[src/rtl/instr_fetch_if.sv]
// Fetch-unit bus bundle: memory request/response channel, PC redirect input
// and the instruction stream toward decode.
//   master : the fetch unit (drives requests and the decode stream)
//   slave  : the environment (memory, redirect source and decode stage)
// Signals:
//   mem_req_valid/addr, mem_req_ready    fetch request, handshake = valid & ready
//   mem_resp_valid/data                  in-order responses, one per request
//   redirect_valid/pc                    single-cycle PC redirect
//   instr_valid/instr/instr_pc, ready    buffer head toward decode
interface instr_fetch_if #(
   parameter int unsigned ADDR_WIDTH  = 64,
   parameter int unsigned INSTR_WIDTH = 32
);
   logic                   mem_req_valid;
   logic [ADDR_WIDTH-1:0]  mem_req_addr;
   logic                   mem_req_ready;
   logic                   mem_resp_valid;
   logic [INSTR_WIDTH-1:0] mem_resp_data;
   logic                   redirect_valid;
   logic [ADDR_WIDTH-1:0]  redirect_pc;
   logic                   instr_valid;
   logic [INSTR_WIDTH-1:0] instr;
   logic [ADDR_WIDTH-1:0]  instr_pc;
   logic                   instr_ready;

   modport master (
      output mem_req_valid, mem_req_addr,
      input  mem_req_ready,
      input  mem_resp_valid, mem_resp_data,
      input  redirect_valid, redirect_pc,
      output instr_valid, instr, instr_pc,
      input  instr_ready
   );

   modport slave (
      input  mem_req_valid, mem_req_addr,
      output mem_req_ready,
      output mem_resp_valid, mem_resp_data,
      output redirect_valid, redirect_pc,
      input  instr_valid, instr, instr_pc,
      output instr_ready
   );
endinterface

[src/rtl/instr_fetch.sv]
// Instruction fetch unit: issues sequential fetch requests, tracks in-flight
// fetches, buffers responses in a small FIFO toward decode and discards the
// responses of fetches that were overtaken by a PC redirect.
// Ports:
//   clk      rising-edge clock
//   reset_n  asynchronous active-low reset
//   bus      instr_fetch_if.master (memory request/response, redirect, decode)
module instr_fetch #(
   parameter int unsigned            ADDR_WIDTH  = 64,
   parameter int unsigned            INSTR_WIDTH = 32,
   parameter logic [ADDR_WIDTH-1:0]  RESET_PC    = '0,
   parameter int unsigned            DEPTH       = 2
) (
   input logic           clk,
   input logic           reset_n,
   instr_fetch_if.master bus
);

   localparam int unsigned     CW       = $clog2(DEPTH) + 1;
   localparam int unsigned     PW       = (DEPTH > 1) ? $clog2(DEPTH) : 1;
   localparam logic [CW:0]     DEPTH_C  = (CW + 1)'(DEPTH);
   localparam logic [PW-1:0]   LAST_PTR = PW'(DEPTH - 1);

   typedef enum logic [1:0] {
      BOOT,
      RUN,
      FLUSH
   } state_e;

   state_e                 state_q, state_d;
   logic [ADDR_WIDTH-1:0]  fetch_pc_q, fetch_pc_d;
   logic [ADDR_WIDTH-1:0]  resp_pc_q, resp_pc_d;
   logic [CW-1:0]          outstanding_q, outstanding_d;
   logic [CW-1:0]          stale_q, stale_d;
   logic [CW-1:0]          count_q, count_d;
   logic [PW-1:0]          wr_ptr_q, wr_ptr_d;
   logic [PW-1:0]          rd_ptr_q, rd_ptr_d;
   logic [INSTR_WIDTH-1:0] buf_instr_q [DEPTH];
   logic [ADDR_WIDTH-1:0]  buf_pc_q    [DEPTH];

   logic                   credit_ok;
   logic                   req_valid;
   logic                   req_hs;
   logic                   resp_take;
   logic                   resp_drop;
   logic                   push;
   logic                   pop;
   logic                   head_valid;
   logic [ADDR_WIDTH-1:0]  redirect_tgt;
   logic [1:0]             unused_redirect_lsbs;

   function automatic logic [PW-1:0] ptr_inc(input logic [PW-1:0] p);
      return (p == LAST_PTR) ? '0 : p + PW'(1);
   endfunction

   assign redirect_tgt         = {bus.redirect_pc[ADDR_WIDTH-1:2], 2'b00};
   assign unused_redirect_lsbs = bus.redirect_pc[1:0];

   // Every slot is either in flight or buffered, so this credit rule keeps
   // the FIFO from ever overflowing.
   assign credit_ok  = ({1'b0, outstanding_q} + {1'b0, count_q}) < DEPTH_C;
   assign head_valid = (count_q != '0);

   always_comb begin
      state_d       = state_q;
      fetch_pc_d    = fetch_pc_q;
      resp_pc_d     = resp_pc_q;
      outstanding_d = outstanding_q;
      stale_d       = stale_q;
      count_d       = count_q;
      wr_ptr_d      = wr_ptr_q;
      rd_ptr_d      = rd_ptr_q;
      req_valid     = 1'b0;
      req_hs        = 1'b0;
      resp_take     = 1'b0;
      resp_drop     = 1'b0;
      push          = 1'b0;
      pop           = 1'b0;

      unique case (state_q)
         BOOT: begin
            state_d = RUN;
         end

         RUN: begin
            req_valid = credit_ok;
            req_hs    = req_valid && bus.mem_req_ready;
            // A response with nothing in flight is a protocol error: ignore it.
            resp_take = bus.mem_resp_valid && (outstanding_q != '0);
            if (bus.redirect_valid) begin
               // Everything still in flight after this edge belongs to the old
               // path, including a request accepted in this very cycle.
               fetch_pc_d    = redirect_tgt;
               resp_pc_d     = redirect_tgt;
               stale_d       = outstanding_q + CW'(req_hs) - CW'(resp_take);
               outstanding_d = '0;
               count_d       = '0;
               wr_ptr_d      = '0;
               rd_ptr_d      = '0;
               state_d       = (stale_d != '0) ? FLUSH : RUN;
            end else begin
               push          = resp_take;
               pop           = head_valid && bus.instr_ready;
               outstanding_d = outstanding_q + CW'(req_hs) - CW'(resp_take);
               count_d       = count_q + CW'(push) - CW'(pop);
               if (req_hs) begin
                  fetch_pc_d = fetch_pc_q + ADDR_WIDTH'(4);
               end
               if (push) begin
                  resp_pc_d = resp_pc_q + ADDR_WIDTH'(4);
                  wr_ptr_d  = ptr_inc(wr_ptr_q);
               end
               if (pop) begin
                  rd_ptr_d = ptr_inc(rd_ptr_q);
               end
            end
         end

         FLUSH: begin
            resp_drop = bus.mem_resp_valid && (stale_q != '0);
            stale_d   = stale_q - CW'(resp_drop);
            // Nothing new is issued here, so every in-flight fetch stays stale
            // across a further redirect; only the target moves.
            if (bus.redirect_valid) begin
               fetch_pc_d = redirect_tgt;
               resp_pc_d  = redirect_tgt;
            end
            state_d = (stale_d == '0) ? RUN : FLUSH;
         end

         default: begin
            state_d = BOOT;
         end
      endcase
   end

   always_ff @(posedge clk or negedge reset_n) begin
      if (!reset_n) begin
         state_q       <= BOOT;
         fetch_pc_q    <= RESET_PC;
         resp_pc_q     <= RESET_PC;
         outstanding_q <= '0;
         stale_q       <= '0;
         count_q       <= '0;
         wr_ptr_q      <= '0;
         rd_ptr_q      <= '0;
         for (int unsigned i = 0; i < DEPTH; i++) begin
            buf_instr_q[i] <= '0;
            buf_pc_q[i]    <= '0;
         end
      end else begin
         state_q       <= state_d;
         fetch_pc_q    <= fetch_pc_d;
         resp_pc_q     <= resp_pc_d;
         outstanding_q <= outstanding_d;
         stale_q       <= stale_d;
         count_q       <= count_d;
         wr_ptr_q      <= wr_ptr_d;
         rd_ptr_q      <= rd_ptr_d;
         if (push) begin
            buf_instr_q[wr_ptr_q] <= bus.mem_resp_data;
            buf_pc_q[wr_ptr_q]    <= resp_pc_q;
         end
      end
   end

   assign bus.mem_req_valid = req_valid;
   assign bus.mem_req_addr  = fetch_pc_q;
   assign bus.instr_valid   = head_valid;
   assign bus.instr         = buf_instr_q[rd_ptr_q];
   assign bus.instr_pc      = buf_pc_q[rd_ptr_q];

endmodule

[src/flat_wrapper.sv]
// flat-port wrapper written by rule: the top's interface ports become plain ports
module instr_fetch_flat 
#(
   parameter int unsigned            ADDR_WIDTH  = 64,
   parameter int unsigned            INSTR_WIDTH = 32,
   parameter logic [ADDR_WIDTH-1:0]  RESET_PC    = '0,
   parameter int unsigned            DEPTH       = 2
)
  (clk, reset_n, bus_mem_req_valid, bus_mem_req_addr, bus_mem_req_ready, bus_mem_resp_valid, bus_mem_resp_data, bus_redirect_valid, bus_redirect_pc, bus_instr_valid, bus_instr, bus_instr_pc, bus_instr_ready);
  instr_fetch_if #(.ADDR_WIDTH(ADDR_WIDTH), .INSTR_WIDTH(INSTR_WIDTH)) bus_i ();
  input logic clk;
  input logic reset_n;
  output wire logic [$bits(bus_i.mem_req_valid)-1:0] bus_mem_req_valid;
  output wire logic [$bits(bus_i.mem_req_addr)-1:0] bus_mem_req_addr;
  input wire logic [$bits(bus_i.mem_req_ready)-1:0] bus_mem_req_ready;
  input wire logic [$bits(bus_i.mem_resp_valid)-1:0] bus_mem_resp_valid;
  input wire logic [$bits(bus_i.mem_resp_data)-1:0] bus_mem_resp_data;
  input wire logic [$bits(bus_i.redirect_valid)-1:0] bus_redirect_valid;
  input wire logic [$bits(bus_i.redirect_pc)-1:0] bus_redirect_pc;
  output wire logic [$bits(bus_i.instr_valid)-1:0] bus_instr_valid;
  output wire logic [$bits(bus_i.instr)-1:0] bus_instr;
  output wire logic [$bits(bus_i.instr_pc)-1:0] bus_instr_pc;
  input wire logic [$bits(bus_i.instr_ready)-1:0] bus_instr_ready;
  assign bus_mem_req_valid = bus_i.mem_req_valid;
  assign bus_mem_req_addr = bus_i.mem_req_addr;
  assign bus_i.mem_req_ready = bus_mem_req_ready;
  assign bus_i.mem_resp_valid = bus_mem_resp_valid;
  assign bus_i.mem_resp_data = bus_mem_resp_data;
  assign bus_i.redirect_valid = bus_redirect_valid;
  assign bus_i.redirect_pc = bus_redirect_pc;
  assign bus_instr_valid = bus_i.instr_valid;
  assign bus_instr = bus_i.instr;
  assign bus_instr_pc = bus_i.instr_pc;
  assign bus_i.instr_ready = bus_instr_ready;
  instr_fetch #(.ADDR_WIDTH(ADDR_WIDTH), .INSTR_WIDTH(INSTR_WIDTH), .RESET_PC(RESET_PC), .DEPTH(DEPTH)) u_core (.clk(clk), .reset_n(reset_n), .bus(bus_i));
endmodule
[config.mk]
export PLATFORM = sky130hd
export DESIGN_NAME = instr_fetch_flat
export DESIGN_NICKNAME = d
export VERILOG_FILES = /design/src/rtl/instr_fetch_if.sv /design/src/rtl/instr_fetch.sv /design/src/flat_wrapper.sv
export SDC_FILE = /design/constraint.sdc
export NUM_CORES = 1
export LEC_CHECK = 0
export BUFFER_PORTS_ARGS = -buffer_cell sky130_fd_sc_hd__buf_2
export CORE_MARGIN = 1
export CORE_UTILIZATION = 58
export CTS_CLUSTER_SIZE = 28
export DETAILED_ROUTE_END_ITERATION = 7
export PLACE_DENSITY = 0.81
export SYNTH_ARGS = -nofsm -noshare
export SYNTH_HDL_FRONTEND = slang
export SYNTH_SLANG_ARGS = --single-unit
[constraint.sdc]
create_clock -name clk -period 3.09 [get_ports clk]
set_input_delay 0.1545 -clock clk [delete_from_list [all_inputs] [get_ports clk]]
set_output_delay 0.1545 -clock clk [all_outputs]
set_load 0.03 [all_outputs]
* Yosys cells after proc, flatten, opt, wreduce, memory -nomap -nowiden *
Index checks and enable logic that the tools add are counted.

word-level totals
  flip-flop bits (word level) = 330
  output and inout port bits = 162

cells by class
  $add $sub $neg = 10
  magnitude comparators = 4
  equality and inequality tests = 6
  multiplexer cells = 36
  bitwise operators = 2
  reduce and logical (&&, ||, !) cells = 19

operator list
  cell                                                                      number
  64-bit 2-to-1 mux                                                         9
  64-bit one-hot mux with 2 select lines                                    2
  64-bit by 3-bit adder with 64-bit output (second input constant)          2
  128-bit bitwise mux                                                       1
  32-bit 2-to-1 mux                                                         4
  64-bit bitwise mux                                                        1
  64-bit demux with 1-bit select                                            1
  32-bit demux with 1-bit select                                            1
  2-bit nonzero test                                                        7
  2-bit 2-to-1 mux                                                          6
  1-bit 2-to-1 mux                                                          9
  3-bit by 2-bit inequality test with 1-bit output (second input constant)  2
  2-bit one-hot mux with 3 select lines                                     1
  2-bit AND reduction                                                       3
  3-bit AND reduction                                                       2
  2-bit by 1-bit subtractor with 2-bit output                               3
  1-bit logical AND                                                         5
  2-bit by 1-bit adder with 2-bit output                                    2
  2-bit >= comparator (second input constant)                               2
  2-bit logical NOT                                                         2
  2-bit inequality test (second input constant)                             2
  1-bit NOT with 2-bit output                                               2
  2-bit one-hot mux with 2 select lines                                     1
  2-bit by 2-bit adder with 3-bit output                                    1
  other kinds (5)                                                           6

* Longest topological paths before layout *
  word-level depth = 9
  mapped depth = 12
  depth with buffers taken out = 12

* Least setup slack after synthesis *
Ideal clock, no wire load.

  kind = reg2reg
  from = reg u_core.outstanding_q[0]
  to = reg u_core.fetch_pc_q[10] (netlist: u_core.bus.mem_req_addr[10])
  setup time = 0.137 ns
  data arrival time = 2.203 ns
  data required time = 2.953 ns
  path slack = 0.750 ns
  cell stages (with the launch flop) = 10
  path through = dfrtp_1 > inv_1 > nor2_1 > fa_1 > nor2_1 > nand2_1 > a221oi_1 > clkbuf_1 > buf_1 > a21oi_1

on the way
  word-level cells in the longest chain between the ends = 5

ends and longest elaborated chain
  what                                                               line                RTL
  from (decl)                                                        instr_fetch.sv:33   logic [CW-1:0] outstanding_q, outstanding_d;
  from (signal assigned)                                             instr_fetch.sv:155  outstanding_q <= outstanding_d;
  2-bit by 2-bit adder with 3-bit output                             instr_fetch.sv:61   assign credit_ok = ({1'b0, outstanding_q} + {1'b0, count_q}) < DEPTH_C;
  3-bit by 2-bit less-than comparator with 1-bit output              instr_fetch.sv:61
  1-bit logical AND                                                  instr_fetch.sv:87   req_hs = req_valid && bus.mem_req_ready;
  3-bit by 2-bit inequality test with 1-bit output (no source line)  --
  3-bit AND reduction (no source line)                               --
  to (signal assigned)                                               instr_fetch.sv:153  fetch_pc_q <= fetch_pc_d;
  to (decl)                                                          instr_fetch.sv:31   logic [ADDR_WIDTH-1:0] fetch_pc_q, fetch_pc_d;

No other way between the ends.
A chain may end at the register's enable or synchronous reset.

* Worst setup path in the final report *
  from = reg u_core.state_q[0]
  to = reg u_core.resp_pc_q[40]

on the way
  word-level cells in the longest chain between the ends = 3

ends and longest elaborated chain
  what                                                                                       line                RTL
  from (decl)                                                                                instr_fetch.sv:30   state_e state_q, state_d;
  from (signal assigned)                                                                     instr_fetch.sv:152  state_q <= state_d;
  2-bit by 1-bit == test with 1-bit output / 2-bit == test (equally long branches)           instr_fetch.sv:80   unique case (state_q)
  3-bit by 2-bit inequality test with 1-bit output (no source line) (tied with other cells)  --
  3-bit AND reduction (no source line)                                                       --
  to (signal assigned)                                                                       instr_fetch.sv:154  resp_pc_q <= resp_pc_d;
  to (decl)                                                                                  instr_fetch.sv:32   logic [ADDR_WIDTH-1:0] resp_pc_q, resp_pc_d;

Several ways; a longest one is shown, not always the timed one.

==> results.txt <==
status -> finished clean
final-report max-slew violation count -> 0
path type of the worst min-delay path -> in2reg
Die ar. -> 29900 sq um
slew at the pin closest to its max-slew limit -> 0.979 ns
number of warning messages in the yosys log -> 0
fraction of power consumed by combinational cells -> 0.484
Skew-Pair Late Insertion Delay -> 0.52 ns
overall global routing resource usage -> 0.348
fraction of synthesis flops using an asynchronous set or reset pin -> 1.00
violation count after the first detailed-routing iteration -> 1681
LEAKAGE -> 9.28 nW
standard cell core area -> 28700 sq um
most used standard cell by instance count after synthesis -> sky130_fd_sc_hd__dfrtp_1
grt total ovfl -> 0
ranking of synthesized cells by area -> sky130_fd_sc_hd__dfrtp_1 (47%), sky130_fd_sc_hd__mux2_2 (18%), sky130_fd_sc_hd__a21oi_1 (3.4%), sky130_fd_sc_hd__nand2_1 (2.5%), sky130_fd_sc_hd__nor2_1 (2.4%)
maximum number of pins on one net before global-route repair -> 169
setup repair after global routing missed its margin -> no
initial core utilization -> 0.591
placed inst area -> 18800 sq um
total of max-cap violations -> 0
total DRC errors in the routed layout -> 0
shortest period the worst path allows -> 2.75 ns
clk slew on worst S/H paths -> 0.06 ns
top-area cell type share of the netlist area -> 0.475
Yosys top cell by area -> sky130_fd_sc_hd__dfrtp_1
DP Cell Count -> 2221
height of the chip -> 173 um
Longest Clk Path Bufs -> 3
Sinks on Clock Net -> 322
Fin Clk Skew -> 0.0150 ns
number of port buffers -> 257
total wire length -> 52.8 mm
Clock power frac -> 0.174
via count of the first global-routing pass -> 14900
Achievable Freq -> 364 MHz
pwr dens -> 1160 nW/um^2
width of the die -> 173 um
synthesized instance count -> 1648
synthesis-to-layout area growth -> 22.1%
power spent charging and discharging nets -> 11.1 mW
count of standard-cell rows -> 62
routed len/inst -> 22.4 um
most frequent cells after synthesis -> sky130_fd_sc_hd__dfrtp_1 (322), sky130_fd_sc_hd__mux2_2 (274), sky130_fd_sc_hd__a21oi_1 (116)
internal portion of total power -> 13.1 mW
root buffer selected by CTS -> sky130_fd_sc_hd__clkbuf_16
total I/O pin count -> 264
synthesized area per cell -> 10.3 sq um
final count of negative-setup-slack endpoints -> 0
Final Cell Area -> 20700 sq um
crit share post-route -> 0.889
Worst Path Required -> 3.45 ns
number of gates resized after cts -> 0
total number of vias -> 15200
total chip power -> 24.1 mW
post-CTS setup-driven buffer insertion count -> 0
data arrival at the endpoint of the critical path -> 3.11 ns
fraction of the yosys area taken by sequential cells -> 0.475
number of buffers inserted during clock tree synthesis -> 35
TritonCTS clock tree -> built
sum of net half-perimeters after detailed placement -> 35.3 mm
Final GP Congestion -> 0.970
synthesis-stage register bit count -> 322
Netlist cell types -> 72
Worst setup SP type -> register
Detail Route Antenna Nets -> 0
post-synthesis instance area -> 17000 sq um
total area of sequential cells -> 8060 sq um
remaining max-slew budget at the tightest pin -> 0.346
largest voltage drop on the vdd net -> 0.000817 V
post-DR vias/cell -> 6.45
type of destination of the critical path -> register
multi-input combinational cell area -> 8410 sq um
total iterations of the first detailed-routing run -> 6
WS Path Type -> reg2reg
Final TNS setup -> 0 ns
share of total power in sequential cells -> 0.342
top fanout value on the critical path -> 10
leading register cell type out of synthesis -> sky130_fd_sc_hd__dfrtp_1
CTS HTree Levels -> 2
share of post-route cells with drive strength above 1 -> 0.337
number of hold violations in the final report -> 0
antenna violations before repair -> 1
nets@finish -> 2061
Filler Cells Inserted -> 1997
switching part of the total -> 0.459
final instance count without filler cells -> 2356
global-route wire length before repair -> 82.6 mm
final core area utilization -> 0.722
EDFF count, synth -> 0
power groups by stage:
stage                     Combinational [mW]  Clock (mW)  Sequential (mW)
after global placement                  11.1           0             7.96
final                                   11.7        4.20             8.24
after floorplan                         7.69           0             8.20
after global routing                    12.4        4.38             8.48
after detailed placement                11.4           0             8.16
after CTS                               11.5        4.24             8.11
cell families (layout without fill, tap and decap cells):
kind of cell | Yosys count | after routing | synth area share
simple gates | 508 | 508 | 0.154
compound gates | 376 | 376 | 0.141
flops | 322 | 322 | 0.475
mux | 275 | 275 | 0.183
buf+inv | 150 | 470 | 0.0360
fa+ha+maj | 12 | 12 | 0.00929
xor+xnor | 4 | 4 | 0.00207
other cells | 1 | 5 | 0.000221
area by class of cell:
| cell class | instances | area share |
|---|---|---|
| tap | 384 | 0.0232 |
| clock buffer | 52 | 0.0513 |
| inverter | 34 | 0.00616 |
| timing repair buffer | 375 | 0.120 |
| clock inverter | 9 | 0.00393 |
| multi-input combinational | 1179 | 0.406 |
| antenna | 1 | 0.000121 |
| sequential | 322 | 0.389 |
through the flow:
stage               hold slack [ns]  worst slack [ns]
global placement              0.125             0.501
global route                 0.0258             0.220
detailed placement            0.124             0.434
finish                       0.0108             0.343
floorplan                    -0.141             0.750
CTS                         0.00391             0.412
path summary, 6_finish.rpt:
| check | start | slack, ns | to | cells past startpoint |
|---|---|---|---|---|
| min reg2reg | u_core.buf_pc_q[34]$_DFFE_PN0P_ | 0.48 | u_core.buf_pc_q[34]$_DFFE_PN0P_ | 2 |
| min | bus_redirect_pc[45] | 0.01 | u_core.bus.mem_req_addr[45]$_DFFE_PN0P_ | 3 |
| max | u_core.state_q[0]$_DFFE_PN0P_ | 0.34 | u_core.resp_pc_q[40]$_DFFE_PN0P_ | 8 |
| max reg2reg | u_core.state_q[0]$_DFFE_PN0P_ | 0.34 | u_core.resp_pc_q[40]$_DFFE_PN0P_ | 8 |
| max in group asynchronous | reset_n | 2.04 | u_core.buf_pc_q[78]$_DFFE_PN0P_ | 3 |
| min in group asynchronous | reset_n | 0.18 | u_core.buf_instr_q[39]$_DFFE_PN0P_ | 2 |
metal layers:
metal / track usage / vias to the layer above / part of all wire
li1: - / 6730 / -
met4: 0.145 / 0 / 0.040
met5: 0 / - / 0
met3: 0.0781 / 150 / 0.098
met1: 0.460 / 7436 / 0.39
met2: 0.557 / 881 / 0.47
flip-flops by register name, indices dropped and copies added (netlist names):
register and count:
u_core.resp_pc_q 62, u_core.outstanding_q 2, u_core.count_q 2, u_core.state_q 2, u_core.bus.mem_req_addr 62, u_core.buf_instr_q 64
u_core.stale_q 2, u_core.wr_ptr_q 1, u_core.buf_pc_q 124, u_core.rd_ptr_q 1
cells in the final DEF, fill, tap and decap left out, types with 25 or more instances in the layout:
master and n:
sky130_fd_sc_hd__inv_1 33, sky130_fd_sc_hd__a21oi_1 116, sky130_fd_sc_hd__clkbuf_16 37, sky130_fd_sc_hd__nand4_1 42, sky130_fd_sc_hd__nor2_1 105, sky130_fd_sc_hd__a31oi_1 25, sky130_fd_sc_hd__o21ai_0 71, sky130_fd_sc_hd__o22ai_1 35
sky130_fd_sc_hd__nor3_1 36, sky130_fd_sc_hd__and3_1 41, sky130_fd_sc_hd__dlygate4sd3_1 73, sky130_fd_sc_hd__buf_4 35, sky130_fd_sc_hd__dfrtp_1 321, sky130_fd_sc_hd__nand3_1 77, sky130_fd_sc_hd__mux2_2 274, sky130_fd_sc_hd__buf_2 256
sky130_fd_sc_hd__nand2_1 114
critical path, cell delays in order (launching register included):
cell and delay (ns):
sky130_fd_sc_hd__dfrtp_1 0.41, sky130_fd_sc_hd__inv_1 0.08, sky130_fd_sc_hd__ha_1 0.46, sky130_fd_sc_hd__inv_1 0.23, sky130_fd_sc_hd__a221oi_4 0.23, sky130_fd_sc_hd__nand2_1 0.42
sky130_fd_sc_hd__buf_4 0.34, sky130_fd_sc_hd__nor4_1 0.32, sky130_fd_sc_hd__nor4_1 0.10
timing repair:
action | in CTS | in global routing
endpoints found under the hold margin | 171 | 1
hold buffers | 72 | 1
endpoints found under the setup margin | 0 | 0
Note: power is estimated with default switching activity, not from simulation.
